[src/rtl/fpga_top_mul_pkg.sv]
// ---------------------------------------------------------------------------
// fpga_top_mul_pkg
// Shared constants and helper functions for the pipelined multiplier
// (fpga_top_mul_pipe) and its width-reduction stage.
//
// Contents:
//   MUL_MAX_STAGE  - deepest pipeline the multiplier may be built with
//   MUL_CALC_WIDTH - width of the helper function results below
//   prod_width     - bit width of the exact product of two operands
//   sat_max        - largest value representable in a w-bit result
//   sat_min        - smallest value representable in a w-bit result
// The saturation helpers return MUL_CALC_WIDTH-bit two's complement patterns;
// callers slice off the low w bits they need.
// ---------------------------------------------------------------------------
package fpga_top_mul_pkg;

   localparam int MUL_MAX_STAGE  = 8;
   localparam int MUL_CALC_WIDTH = 64;

   // Number of bits needed to hold the exact product of an a-bit and a b-bit
   // operand, regardless of operand signedness.
   function automatic int prod_width(input int a, input int b);
      return a + b;
   endfunction

   // Upper clamp value for a w-bit result: 2^(w-1)-1 when signed,
   // 2^w-1 when unsigned.
   function automatic logic [MUL_CALC_WIDTH-1:0] sat_max(input int w, input bit sgn);
      logic [MUL_CALC_WIDTH-1:0] one;
      one = MUL_CALC_WIDTH'(1);
      if (sgn) begin
         return (one << (w - 1)) - one;
      end
      return (one << w) - one;
   endfunction

   // Lower clamp value for a w-bit result: -2^(w-1) when signed, 0 when
   // unsigned. Inverting 2^(w-1)-1 yields -2^(w-1) in two's complement.
   function automatic logic [MUL_CALC_WIDTH-1:0] sat_min(input int w, input bit sgn);
      logic [MUL_CALC_WIDTH-1:0] one;
      one = MUL_CALC_WIDTH'(1);
      if (sgn) begin
         return ~((one << (w - 1)) - one);
      end
      return '0;
   endfunction

endpackage

[src/rtl/fpga_top_mul_pipe_reduce.sv]
// ---------------------------------------------------------------------------
// fpga_top_mul_pipe_reduce
// Combinational width reduction for the multiplier result. Takes the exact
// product (IN_WIDTH bits, two's complement) and squeezes it into DOUT_WIDTH
// bits either by truncation or by saturation, and flags products that do not
// fit in the result range.
//
// Parameters:
//   IN_WIDTH      - width of the exact signed product
//   DOUT_WIDTH    - width of the reduced result
//   RESULT_SIGNED - 1 = result range is two's complement, 0 = unsigned
//   SATURATE      - 0 = keep low bits, 1 = clamp to the representable range
//
// Ports:
//   prod  in   IN_WIDTH    exact product
//   dout  out  DOUT_WIDTH  reduced result
//   ovf   out  1           product does not fit in the result range
// ---------------------------------------------------------------------------
module fpga_top_mul_pipe_reduce
   import fpga_top_mul_pkg::*;
#(
   parameter int IN_WIDTH      = 20,
   parameter int DOUT_WIDTH    = 14,
   parameter int RESULT_SIGNED = 0,
   parameter int SATURATE      = 0
) (
   input  logic [IN_WIDTH-1:0]   prod,
   output logic [DOUT_WIDTH-1:0] dout,
   output logic                  ovf
);

   generate
      if (DOUT_WIDTH >= IN_WIDTH - 1) begin : g_extend
         // The exact product of the two operands always fits in IN_WIDTH-1
         // bits of the result signedness, so a wide enough result never
         // overflows. Sign extension also covers the unsigned case because an
         // unsigned product always has a zero top bit.
         always_comb begin
            dout = DOUT_WIDTH'(signed'(prod));
            ovf  = 1'b0;
         end
      end else begin : g_reduce
         localparam logic [MUL_CALC_WIDTH-1:0] MaxFull = sat_max(DOUT_WIDTH, RESULT_SIGNED != 0);
         localparam logic [MUL_CALC_WIDTH-1:0] MinFull = sat_min(DOUT_WIDTH, RESULT_SIGNED != 0);
         localparam logic [DOUT_WIDTH-1:0]     MaxVal  = MaxFull[DOUT_WIDTH-1:0];
         localparam logic [DOUT_WIDTH-1:0]     MinVal  = MinFull[DOUT_WIDTH-1:0];

         logic fits;
         logic negative;

         // A signed result fits when every bit from the result's sign bit
         // upward is a copy of the product's sign; an unsigned result fits
         // when every bit above the result is zero. Only a signed product can
         // be negative, so an unsigned result can only clamp to the maximum.
         always_comb begin
            negative = (RESULT_SIGNED != 0) && prod[IN_WIDTH-1];
            if (RESULT_SIGNED != 0) begin
               fits = (prod[IN_WIDTH-1:DOUT_WIDTH-1] == '0) ||
                      (prod[IN_WIDTH-1:DOUT_WIDTH-1] == '1);
            end else begin
               fits = (prod[IN_WIDTH-1:DOUT_WIDTH] == '0);
            end
            ovf = !fits;
            if ((SATURATE != 0) && !fits) begin
               dout = negative ? MinVal : MaxVal;
            end else begin
               dout = prod[DOUT_WIDTH-1:0];
            end
         end
      end
   endgenerate

endmodule

[src/rtl/fpga_top_mul_pipe.sv]
// ---------------------------------------------------------------------------
// fpga_top_mul_pipe
// Parametrised pipelined integer multiplier with a valid/ready handshake.
// Each operand may be signed or unsigned; the result is signed when either
// operand is. The exact product is reduced to DOUT_WIDTH bits (truncate or
// saturate) in the last stage, with an overflow flag aligned to the result.
//
// Pipeline layout (NUM_STAGE registers, 1..MUL_MAX_STAGE):
//   NUM_STAGE = 1 : multiply + reduce feed the single output register
//   NUM_STAGE = 2 : operand registers, then multiply + reduce into output
//   NUM_STAGE >= 3: operand registers, multiply into the first product
//                   register, further product registers for retiming,
//                   then reduce into the output register
// A beat presented in one cycle is valid at the output NUM_STAGE clock edges
// later when nothing stalls. The whole pipeline stalls when the output holds
// an unconsumed result; bubbles shift along with real beats.
//
// Ports:
//   ap_clk     in   1           clock
//   ap_rst     in   1           synchronous active-high reset
//   in_valid   in   1           operand beat valid
//   in_ready   out  1           block accepts a beat this cycle
//   din0       in   DIN0_WIDTH  operand 0
//   din1       in   DIN1_WIDTH  operand 1
//   out_valid  out  1           result valid
//   out_ready  in   1           downstream accepts the result
//   dout       out  DOUT_WIDTH  result
//   ovf        out  1           product did not fit in DOUT_WIDTH
// ---------------------------------------------------------------------------
module fpga_top_mul_pipe
   import fpga_top_mul_pkg::*;
#(
   parameter int DIN0_WIDTH = 10,
   parameter int DIN1_WIDTH = 9,
   parameter int DOUT_WIDTH = 14,
   parameter int NUM_STAGE  = 3,
   parameter int SIGNED0    = 0,
   parameter int SIGNED1    = 0,
   parameter int SATURATE   = 0
) (
   input  logic                  ap_clk,
   input  logic                  ap_rst,
   input  logic                  in_valid,
   output logic                  in_ready,
   input  logic [DIN0_WIDTH-1:0] din0,
   input  logic [DIN1_WIDTH-1:0] din1,
   output logic                  out_valid,
   input  logic                  out_ready,
   output logic [DOUT_WIDTH-1:0] dout,
   output logic                  ovf
);

   localparam int ProdBits     = prod_width(DIN0_WIDTH, DIN1_WIDTH);
   localparam int ProdWidth    = ProdBits + 1;
   localparam int ResultSigned = ((SIGNED0 != 0) || (SIGNED1 != 0)) ? 1 : 0;

   generate
      if ((NUM_STAGE < 1) || (NUM_STAGE > MUL_MAX_STAGE)) begin : g_bad_stage
         $error("fpga_top_mul_pipe: NUM_STAGE must be in 1..%0d", MUL_MAX_STAGE);
      end
   endgenerate

   logic                  adv;
   logic                  accept;
   logic [NUM_STAGE-1:0]  validReg;
   logic [DIN0_WIDTH:0]   op0Ext;
   logic [DIN1_WIDTH:0]   op1Ext;
   logic [ProdWidth-1:0]  finalProd;
   logic [DOUT_WIDTH-1:0] redDout;
   logic                  redOvf;
   logic [DOUT_WIDTH-1:0] doutReg;
   logic                  ovfReg;

   // Exact product of two extended operands. Both are widened to the product
   // width as signed values; the true product always fits, so keeping the low
   // ProdWidth bits of the multiply loses nothing.
   function automatic logic [ProdWidth-1:0] mulExt(input logic [DIN0_WIDTH:0] a,
                                                  input logic [DIN1_WIDTH:0] b);
      logic signed [ProdWidth-1:0] sa;
      logic signed [ProdWidth-1:0] sb;
      sa = ProdWidth'(signed'(a));
      sb = ProdWidth'(signed'(b));
      return sa * sb;
   endfunction

   // The whole pipeline advances whenever the output slot is empty or being
   // consumed. Nothing is accepted while reset is held so that no beat can
   // slip in on the reset edge.
   assign adv       = !validReg[NUM_STAGE-1] || out_ready;
   assign in_ready  = adv && !ap_rst;
   assign accept    = in_valid && in_ready;
   assign out_valid = validReg[NUM_STAGE-1];
   assign dout      = doutReg;
   assign ovf       = ovfReg;

   // Operands get one extra bit so unsigned and signed values can share a
   // single signed multiplier: zero extension for unsigned, sign extension
   // for two's complement.
   always_comb begin
      op0Ext = (SIGNED0 != 0) ? {din0[DIN0_WIDTH-1], din0} : {1'b0, din0};
      op1Ext = (SIGNED1 != 0) ? {din1[DIN1_WIDTH-1], din1} : {1'b0, din1};
   end

   // Stage valid bits form a plain shift register. The accept strobe enters
   // at the bottom; an idle cycle enters as a zero, so bubbles are kept in
   // place rather than squeezed out.
   always_ff @(posedge ap_clk) begin
      if (ap_rst) begin
         validReg <= '0;
      end else if (adv) begin
         validReg <= NUM_STAGE'({validReg, accept});
      end
   end

   generate
      if (NUM_STAGE == 1) begin : g_one
         // Single stage: multiply and reduce straight from the ports into
         // the output register.
         assign finalProd = mulExt(op0Ext, op1Ext);
      end else begin : g_multi
         logic [DIN0_WIDTH:0] op0Reg;
         logic [DIN1_WIDTH:0] op1Reg;

         // First stage captures the extended operands so the multiplier
         // starts from registered inputs.
         always_ff @(posedge ap_clk) begin
            if (ap_rst) begin
               op0Reg <= '0;
               op1Reg <= '0;
            end else if (adv) begin
               op0Reg <= op0Ext;
               op1Reg <= op1Ext;
            end
         end

         if (NUM_STAGE == 2) begin : g_direct
            assign finalProd = mulExt(op0Reg, op1Reg);
         end else begin : g_retime
            logic [ProdWidth-1:0] prodPipe [NUM_STAGE-2];

            // The multiply lands in the first product register; the rest are
            // pure retiming registers that give synthesis room to spread the
            // multiplier across stages.
            always_ff @(posedge ap_clk) begin
               if (ap_rst) begin
                  for (int i = 0; i < NUM_STAGE - 2; i++) begin
                     prodPipe[i] <= '0;
                  end
               end else if (adv) begin
                  prodPipe[0] <= mulExt(op0Reg, op1Reg);
                  for (int i = 1; i < NUM_STAGE - 2; i++) begin
                     prodPipe[i] <= prodPipe[i-1];
                  end
               end
            end

            assign finalProd = prodPipe[NUM_STAGE-3];
         end
      end
   endgenerate

   fpga_top_mul_pipe_reduce #(
      .IN_WIDTH      (ProdWidth),
      .DOUT_WIDTH    (DOUT_WIDTH),
      .RESULT_SIGNED (ResultSigned),
      .SATURATE      (SATURATE)
   ) uReduce (
      .prod (finalProd),
      .dout (redDout),
      .ovf  (redOvf)
   );

   // Final stage registers the reduced result and its overflow flag together
   // so they stay aligned with out_valid and hold steady during a stall.
   always_ff @(posedge ap_clk) begin
      if (ap_rst) begin
         doutReg <= '0;
         ovfReg  <= 1'b0;
      end else if (adv) begin
         doutReg <= redDout;
         ovfReg  <= redOvf;
      end
   end

endmodule

[config.mk]
export PLATFORM = sky130hd
export DESIGN_NAME = fpga_top_mul_pipe
export DESIGN_NICKNAME = d
export VERILOG_FILES = /design/src/rtl/fpga_top_mul_pkg.sv /design/src/rtl/fpga_top_mul_pipe_reduce.sv /design/src/rtl/fpga_top_mul_pipe.sv
export SDC_FILE = /design/constraint.sdc
export NUM_CORES = 1
export LEC_CHECK = 0
export ABC_AREA = 1
export BUFFER_PORTS_ARGS = -buffer_cell sky130_fd_sc_hd__buf_2
export CAP_MARGIN = 20
export CORE_MARGIN = 4
export CORE_UTILIZATION = 35
export DETAILED_ROUTE_END_ITERATION = 16
export PLACE_DENSITY_LB_ADDON = 0.12
export SYNTH_ARGS = -nofsm -noshare
export SYNTH_HDL_FRONTEND = slang
export SYNTH_HIERARCHICAL = 1
export SYNTH_SLANG_ARGS = --single-unit
[constraint.sdc]
create_clock -name ap_clk -period 6.88 [get_ports ap_clk]
set_input_delay 1.376 -clock ap_clk [delete_from_list [all_inputs] [get_ports ap_clk]]
set_output_delay 1.376 -clock ap_clk [all_outputs]
set_load 0.01 [all_outputs]
==> metrics.cfg, run 1 <==
[yosys]
synthArstFlopShare_pct=0
synth-edff-count=19
ys_seq_area_share_pct=25.2
synthFlopType=dfxtp_1
postSynthAreaPerCell_sq_um=7.36
syn_inst=708
syn_nets=827
ys_warn_count=6
ys_seq_elements=56
ys_types=25
synth.cell_area_sq_mm=0.00521

[sta]
max_slew.worst_pin.slew_ps=620
post-route-period-util_pct=63.6
period_minus_slack_ps=4370
setup_viol=0
hold_slack_ps=463
finalHoldViolCount=0
fmax_mhz=229
drv_slew=0
finalSetupTns_ps=0
slew-limit-headroom_pct=58.6
finClkSkew_ps=13.4
grt_setup_unrepaired=false

[global_routing]
grt_max_degree=36
grt_antenna_before_repair=0
grt.total_usage_pct=15.8
grt_pass1_vias=4413
grt.overflow.total=0
grt_pass1_wl_um=21000

[clock_network]
worstSkewPairLatency_ps=310
clock_path_buffers=2
cts_root_buffer=clkbuf_16
hold_buffers=0
htree_levels=2
cts_tree=yes
cts.sinks=56
cts_resized=0
clk_pin_slew_worst_paths_ps=90
post-cts-setup-buffers=0
cts_buffers=5

[placement]
dpl_cell_area_sq_mm=0.00543
gp_congestion=0.855
hpwl_um=9180
portBuffers=39

[setup_path]
start_kind=flop
cp_cell_sequence=nand2_1 > fa_1 > fa_1 > inv_1 > fa_1 > inv_1 > fa_1 > inv_1 > ha_1 > nand2_1 > inv_1 > nand3_1 > nand2_1 > nand2_1 > a21oi_1 > nor2_1
crit_type=flop to flop
cpPeakStageDelay_ps=670
crit_path_end_kind=flop
worstPathRequired_ps=6960
crit_arrival_ps=4450
cp_max_fo=11
cp_slowest_cell=dfxtp_1

[floorplan]
rows=44
dieArea_sq_mm=0.0169
initial_utilization_pct=35.8
die_w_um=130
die-height_um=130
ios=40
core_sq_mm=0.0145

[job]
cap_viol_max_count=0

[routing]
num_vias=4086
drt_iter0_markers=181
ant_nets=0
drcViolationCount=0
routedWlPerCell_um=13.4
wl_um=12000
via_per_inst=4.56
first_pass_iters=4

[outcome]
status=finished, final reports clean

[power]
leakage_nw=3.27
power_uw=902
cellPowerDensity_mw_per_mm2=162
ir_worst_vdd_mv=0.105

[finish]
nets=831
drive_gt1_share_pct=7.43
syn_to_final_growth_pct=7.18
stdcell_area_sq_mm=0.00558
num_antenna_cells=0
fillCellCount=1614

[hold_path]
hold_path.class=flop to flop

## cells in the final DEF, fill, tap and decap left out
master	count
clkinv_4	1
nand2_1	226
nor2_1	31
o21ai_0	4
o21ai_1	3
inv_1	173
and2_1	2
conb_1	1
nand4_1	1
buf_4	3
nand3_1	14
nor3_1	1
a21oi_1	47
clkinv_1	1
fa_1	57
clkbuf_16	5
nor2_4	2
or2_0	1
o22ai_1	1
inv_8	1
xnor2_1	1
edfxtp_1	19
ha_1	39
inv_2	1
nor3b_1	1
clkinvlp_4	1
dfxtp_1	37
buf_2	39
## final cells by class
cell class                 count  area [sq um]  area share [%]
multi-input combinational    432          3010            54.0
sequential                    56          1310            23.5
inverter                     175           657            11.8
tap                          184           230            4.12
timing repair buffer          42           218            3.90
clock buffer                   5           125            2.24
clock inverter                 3          27.5           0.493
## final timing paths
check	startpoint	to	slack [ps]	depth (start not counted)
hold reg to reg	dout[4]$_SDFFE_PP0N_	dout[4]$_SDFFE_PP0N_	460	2
setup reg to reg	g_multi.op1Reg[5]$_SDFFE_PP0N_	g_multi.g_retime.prodPipe[0][18]$_SDFFCE_PN0P_	2510	16
hold / removal	dout[4]$_SDFFE_PP0N_	dout[4]$_SDFFE_PP0N_	460	2
setup / recovery	g_multi.op1Reg[5]$_SDFFE_PP0N_	g_multi.g_retime.prodPipe[0][18]$_SDFFCE_PN0P_	2510	16
## worst max-delay path: cells and delay by family, from the launching register on
family / cells / cell delay [ps]
AO/OA/AOI/OAI: 1 / 170
adder cells (fa/ha/maj): 5 / 2420
buffers and inverters: 4 / 210
flip-flops: 1 / 670
AND/OR/NAND/NOR: 6 / 650
## registers in the layout, indices dropped and copies added, names as in the netlist
register / cells
validReg: 3
ovf: 1
g_multi.op1Reg: 9
g_multi.g_retime.prodPipe: 19
g_multi.op0Reg: 10
dout: 14
## synthesized netlist by cell type (all sizes together), types with 7 or more instances
master,instances,area (sq um)
dfxtp,37,741
fa,57,1140
buf,18,125
o21ai,7,35.0
inv,174,653
ha,39,488
nor2,33,139
clkbuf,27,101
nand3,14,70.1
edfxtp,19,571
a21oi,47,235
nand2,226,848
## metrics by stage
step / std cells / worst slack (ps) / utilization [%]
6_report: 897 / 2510 / 38.4
5_1_grt: 897 / 2220 / 38.4
4_1_cts: 897 / 2500 / 38.4
3_5_place_dp: 889 / 2510 / 37.4
3_3_place_gp: 889 / 2550 / 37.4
2_1_floorplan: 708 / 2880 / -
## cells by family (layout without fill, tap and decap cells)
family | Yosys count | in the layout | share of synthesized area (%)
adder cells (fa/ha/maj) | 96 | 96 | 31.3
AO/OA/AOI/OAI | 55 | 55 | 5.31
XOR/XNOR | 1 | 1 | 0.168
other | 1 | 1 | 0.0720
AND/OR/NAND/NOR | 279 | 279 | 21.0
buffers and inverters | 220 | 225 | 17.0
flip-flops | 56 | 56 | 25.2
## power by group
| group | switching (mW) | internal [mW] | leakage, nW |
|---|---|---|---|
| registers | 0.0322 | 0.373 | 0.532 |
| clock network | 0.140 | 0.139 | 0.0719 |
| logic | 0.133 | 0.0840 | 2.67 |
| total | 0.306 | 0.596 | 3.27 |
## per-layer routing
metal  vias to the layer above  part of all wire, %  GRT usage (%)
met4                         0                  4.0           6.54
met5                         -                    0              0
li1                       2051                    -              -
met1                      1938                   44           20.1
met3                        26                  3.4           2.25
met2                        71                   48           27.0
(Power assumes the default switching activity.)
==> run 2: changes to the inputs <==
- clock period: 6.88 -> 4.11 ns (I/O delays scaled with it)
==> metrics.cfg, run 2 (same netlist as run 1, synthesis figures left out) <==
[sta]
drv_slew=0
post-route-period-util_pct=95.3
slew-limit-headroom_pct=58.4
max_slew.worst_pin.slew_ps=623
finClkSkew_ps=14.4
period_minus_slack_ps=3920
setup_viol=0
grt_setup_unrepaired=true
hold_slack_ps=462
finalHoldViolCount=0
fmax_mhz=255

[setup_path]
cp_cell_sequence=buf_4 > nand2_1 > fa_1 > inv_1 > ha_1 > ha_1 > inv_1 > fa_1 > inv_1 > ha_1 > fa_2 > nand2_1 > nand2_1 > nand3_1 > nand2_2 > buf_4 > o21ai_0 > a21oi_1
r2r_slack_ps=190
worstPathRequired_ps=4160
crit_type=flop to flop
start_kind=flop
cpPeakStageDelay_ps=540
cp_slowest_cell=fa_1
cp_max_fo=7
crit_path_end_kind=flop
crit_arrival_ps=3970

[placement]
dpl_cell_area_sq_mm=0.00561
hpwl_um=9600
gp_congestion=0.923
portBuffers=39

[global_routing]
grt_pass1_vias=4310
grt_antenna_before_repair=0
grt.total_usage_pct=15.7
grt.overflow.total=0
grt_max_degree=36
grt_pass1_wl_um=20900

[floorplan]
core_sq_mm=0.0145
initial_utilization_pct=35.8
die-height_um=130
dieArea_sq_mm=0.0169
rows=44
ios=40
die_w_um=130

[clock_network]
clock_path_buffers=2
worstSkewPairLatency_ps=310
cts_buffers=5
htree_levels=2
cts_root_buffer=clkbuf_16
cts.sinks=56
hold_buffers=0
clk_pin_slew_worst_paths_ps=80
cts_tree=yes

[finish]
drive_gt1_share_pct=17.5
layout_common_cells=217 x nand2_1, 171 x inv_1, 54 x fa_1
largest_reg_flops=19
mostFrequentLayoutCell=nand2_1
syn_to_final_growth_pct=15.7
stdcell_area_sq_mm=0.00602
top_register=g_multi.g_retime.prodPipe
nets=861
num_antenna_cells=0

[routing]
drcViolationCount=0
num_vias=4142
first_pass_iters=4
drt_iter0_markers=207
via_per_inst=4.47
highest_layer=met4
wl_met1_um=5690
wl_um=12200
ant_nets=0
wl_met2_um=6030
routedWlPerCell_um=13.2
routed-wl-met3_um=306

[job]
cap_viol_max_count=0

[power]
leakage_nw=3.44
cellPowerDensity_mw_per_mm2=265
ir_worst_vdd_mv=0.171

[hold_path]
hold_path.class=flop to flop

[outcome]
status=finished, final reports clean

[run 2: per-stage QoR]
| step | total power [mW] | instances | setup TNS [ps] | setup slack [ps] | util [%] |
|---|---|---|---|---|---|
| global placement | 1.09 | 912 | -613 | -160 | 38.6 |
| detailed placement | 1.09 | 912 | -925 | -178 | 38.6 |
| floorplan | 0.972 | 708 | 0 | 107 | - |
| finish | 1.60 | 927 | 0 | 193 | 41.5 |
| global route | 1.72 | 927 | -45.7 | -24.1 | 41.5 |
| CTS | 1.57 | 920 | 0 | 0.623 | 39.8 |
[run 2: final cells by class]
| class | count | area [sq um] |
|---|---|---|
| Sequential cell | 56 | 1380 |
| Clock inverter | 3 | 27.5 |
| Tap cell | 184 | 230 |
| Timing Repair Buffer | 72 | 455 |
| Multi-Input combinational cell | 432 | 3150 |
| Clock buffer | 5 | 125 |
| Inverter | 175 | 657 |
| Fill cell | 1545 | 8510 |
[run 2: worst paths after layout]
kind / endpoint / from / cells after the start
hold reg to reg: dout[13]$_SDFFE_PP0N_ / dout[13]$_SDFFE_PP0N_ / 2
setup reg to reg: g_multi.g_retime.prodPipe[0][10]$_SDFFCE_PN0P_ / g_multi.op0Reg[2]$_SDFFE_PP0N_ / 18
setup / recovery: g_multi.g_retime.prodPipe[0][10]$_SDFFCE_PN0P_ / g_multi.op0Reg[2]$_SDFFE_PP0N_ / 18
hold / removal: dout[13]$_SDFFE_PP0N_ / dout[13]$_SDFFE_PP0N_ / 2
[run 2: per-layer routing]
| metal | vias to the layer above | track usage, % |
|---|---|---|
| met5 | - | 0 |
| met4 | 0 | 3.48 |
| met3 | 11 | 1.88 |
| met2 | 42 | 27.6 |
| met1 | 1976 | 20.8 |
| li1 | 2113 | - |
[run 2: worst max-delay path: cells and delay by family, from the launching register on]
family	cells	cell delay, ps
adders and majority gates	6	2240
AOI/OAI and AO/OA	2	190
and+or+nand+nor	5	430
buffers and inverters	5	420
DFF	1	380
[run 2: where the power goes]
part / switching [mW] / internal, mW
registers: 0.0358 / 0.622
clock network: 0.235 / 0.233
logic: 0.271 / 0.202
[run 2: repair_timing]
| action | in CTS | in global routing |
|---|---|---|
| endpoints found under the setup margin | 10 | 10 |
| cloned | 0 | 0 |
| gates resized for setup | 16 | 50 |
| pin swaps | 0 | 20 |
| buffers inserted | 0 | 7 |
==> run 3: changes to the inputs <==
- ABC_AREA: 1 -> not set
- BUFFER_PORTS_ARGS: -buffer_cell sky130_fd_sc_hd__buf_2 -> -buffer_cell sky130_fd_sc_hd__buf_4
==> metrics.cfg, run 3 <==
[routing]
wl_um=11600
routedWlPerCell_um=15.6
via_per_inst=4.82
num_vias=3569
first_pass_iters=4
ant_nets=0
drt_iter0_markers=150
drcViolationCount=0

[finish]
layout_common_cells=94 x buf_4, 74 x inv_1, 51 x fa_1
post-route-util_pct=46.2
drive_gt1_share_pct=34.2
mostFrequentLayoutCell=buf_4
stdcell_area_sq_mm=0.00614
top_register=g_multi.g_retime.prodPipe
fin_cells=741
num_antenna_cells=0
syn_to_final_growth_pct=28.5
nets=683
largest_reg_flops=19

[yosys]
yosysTopAreaCell=fa_1
syn_inst=490
synth-edff-count=19
synthTopCellsByCount=84 x inv_1, 57 x fa_1, 55 x and2_1
ys_seq_elements=56
synth.cell_area_sq_mm=0.00478
ys_warn_count=6
synthTopCellsByArea=fa_1 24%, dfxtp_1 16%, edfxtp_1 12%
synth_most_common_cell=inv_1
ys_types=37
syn_nets=609
synthFlopType=dfxtp_1
postSynthAreaPerCell_sq_um=9.75
synth_top_area_share_pct=23.9
ys_seq_area_share_pct=27.4
synthArstFlopShare_pct=0

[setup_path]
start_kind=flop
endpoint=g_multi.g_retime.prodPipe[0][18]$_SDFFCE_PN0P_
crit-reg2reg-launch=g_multi.op0Reg[3]$_SDFFE_PP0N_
cp.depth=15
cp_cell_sequence=buf_6 > and2_4 > fa_1 > fa_1 > fa_1 > inv_1 > fa_1 > inv_2 > ha_4 > o211a_1 > a221oi_4 > and3b_1 > a211oi_2 > xnor2_1 > nor2_1
r2r_cells=15
startpoint=g_multi.op0Reg[3]$_SDFFE_PP0N_
r2r_slack_ps=-200
crit_arrival_ps=4350
worstPathRequired_ps=4150
cpPeakStageDelay_ps=520
crit_path_end_kind=flop
worst_path_most_repeated_cell=fa_1
path_delay_family=adder cells
crit_type=flop to flop
worst-path-buf-inv=3
cp_slowest_cell=fa_1
r2r-end=g_multi.g_retime.prodPipe[0][18]$_SDFFCE_PN0P_
cp_max_fo=5

[sta]
finClkSkew_ps=9.61
finalHoldViolCount=0
period_minus_slack_ps=4310
setup_viol=8
max_slew.worst_pin.slew_ps=811
finalSetupTns_ps=-936
fmax_mhz=232
slew-limit-headroom_pct=45.9
worst_slack_ps=-198
post-route-period-util_pct=105
grt_setup_unrepaired=true
hold_slack_ps=465
drv_slew=0

[clock_network]
worstSkewPairLatency_ps=310
cts_root_buffer=clkbuf_16
cts.sinks=56
clk_pin_slew_worst_paths_ps=90
clock_path_buffers=2
cts_tree=yes
cts_buffers=5
htree_levels=2
hold_buffers=0

[placement]
place_inst=719
gp_congestion=0.811
place_ws_ps=-443
hpwl_um=9000
dpl_cell_area_sq_mm=0.00554
portBuffers=39

[floorplan]
ios=40
initial_utilization_pct=35.9
rows=42
die-height_um=125
die_w_um=125
core_sq_mm=0.0133
dieArea_sq_mm=0.0156

[power]
power_mw=1.67
cellPowerDensity_mw_per_mm2=271
ir_worst_vdd_mv=0.182
leakage_nw=3.03

[global_routing]
grt_antenna_before_repair=0
busiest_layer=met2
grt.overflow.total=0
grt_max_degree=44
use_met3_pct=1.89
grt_pass1_vias=3668
grt_pass1_wl_um=18900
grt.total_usage_pct=15.2
grtUsageMet2_pct=27.1
grtUsageMet1_pct=19.2

[outcome]
violations=setup timing
status=finished with violations

[hold_path]
hold_path.class=flop to flop

[job]
cap_viol_max_count=0

run 3: final cells by class:
type	instances	area [sq um]
Fill cell	1285	7160
Multi-Input combinational cell	308	3210
Sequential cell	56	1360
Timing Repair Buffer	108	872
Inverter	85	319
Tap cell	176	220
Clock buffer	5	125
Clock inverter	3	33.8
run 3: kinds of logic (layout without fill, tap and decap cells):
logic type / count (synthesis) / in the layout / synth area share [%]
compound gates: 71 / 71 / 11.5
xor+xnor: 11 / 11 / 2.02
fa+ha+maj: 96 / 96 / 34.1
buf+inv: 126 / 201 / 11.2
flops: 56 / 56 / 27.4
other cells: 1 / 1 / 0.0785
simple gates: 129 / 129 / 13.7
run 3: power by group:
part	switching, mW	leakage, nW	internal, mW
sequential	0.0337	0.540	0.622
clock	0.242	0.0772	0.236
combinational	0.260	2.41	0.273
total	0.536	3.03	1.13
run 3: worst register-to-register path, delay by kind of cell (launching register included):
| kind | cells | cell delay, ps |
|---|---|---|
| adders and majority gates | 5 | 2150 |
| AOI/OAI and AO/OA | 3 | 710 |
| and+or+nand+nor | 3 | 430 |
| DFF | 1 | 380 |
| buffers and inverters | 3 | 210 |
| xor gates and xnor gates | 1 | 140 |
run 3: worst min path at each step:
stage	to	depth (start not counted)	start
after global routing	dout[12]$_SDFFE_PP0N_	1	g_multi.g_retime.prodPipe[0][12]$_SDFFCE_PN0P_
after CTS	dout[10]$_SDFFE_PP0N_	1	g_multi.g_retime.prodPipe[0][10]$_SDFFCE_PN0P_
after detailed placement	dout[5]$_SDFFE_PP0N_	1	g_multi.g_retime.prodPipe[0][5]$_SDFFCE_PN0P_
after global placement	validReg[1]$_SDFFE_PP0N_	2	validReg[0]$_SDFFE_PP0N_
final	dout[10]$_SDFFE_PP0N_	1	g_multi.g_retime.prodPipe[0][10]$_SDFFCE_PN0P_
after floorplan	validReg[2]$_SDFFE_PP0N_	2	validReg[1]$_SDFFE_PP0N_
run 3: metal layers:
metal | up-vias | part of all wire (%)
li1 | 1689 | -
met1 | 1822 | 43
met2 | 46 | 53
met3 | 12 | 2.2
met4 | 0 | 1.7
met5 | - | 0
run 3: repair_timing:
| action | CTS | global route |
|---|---|---|
| endpoints found under the setup margin | 10 | 10 |
| gates resized for setup | 66 | 35 |
| pin swaps | 41 | 37 |
| buffers inserted | 11 | 3 |
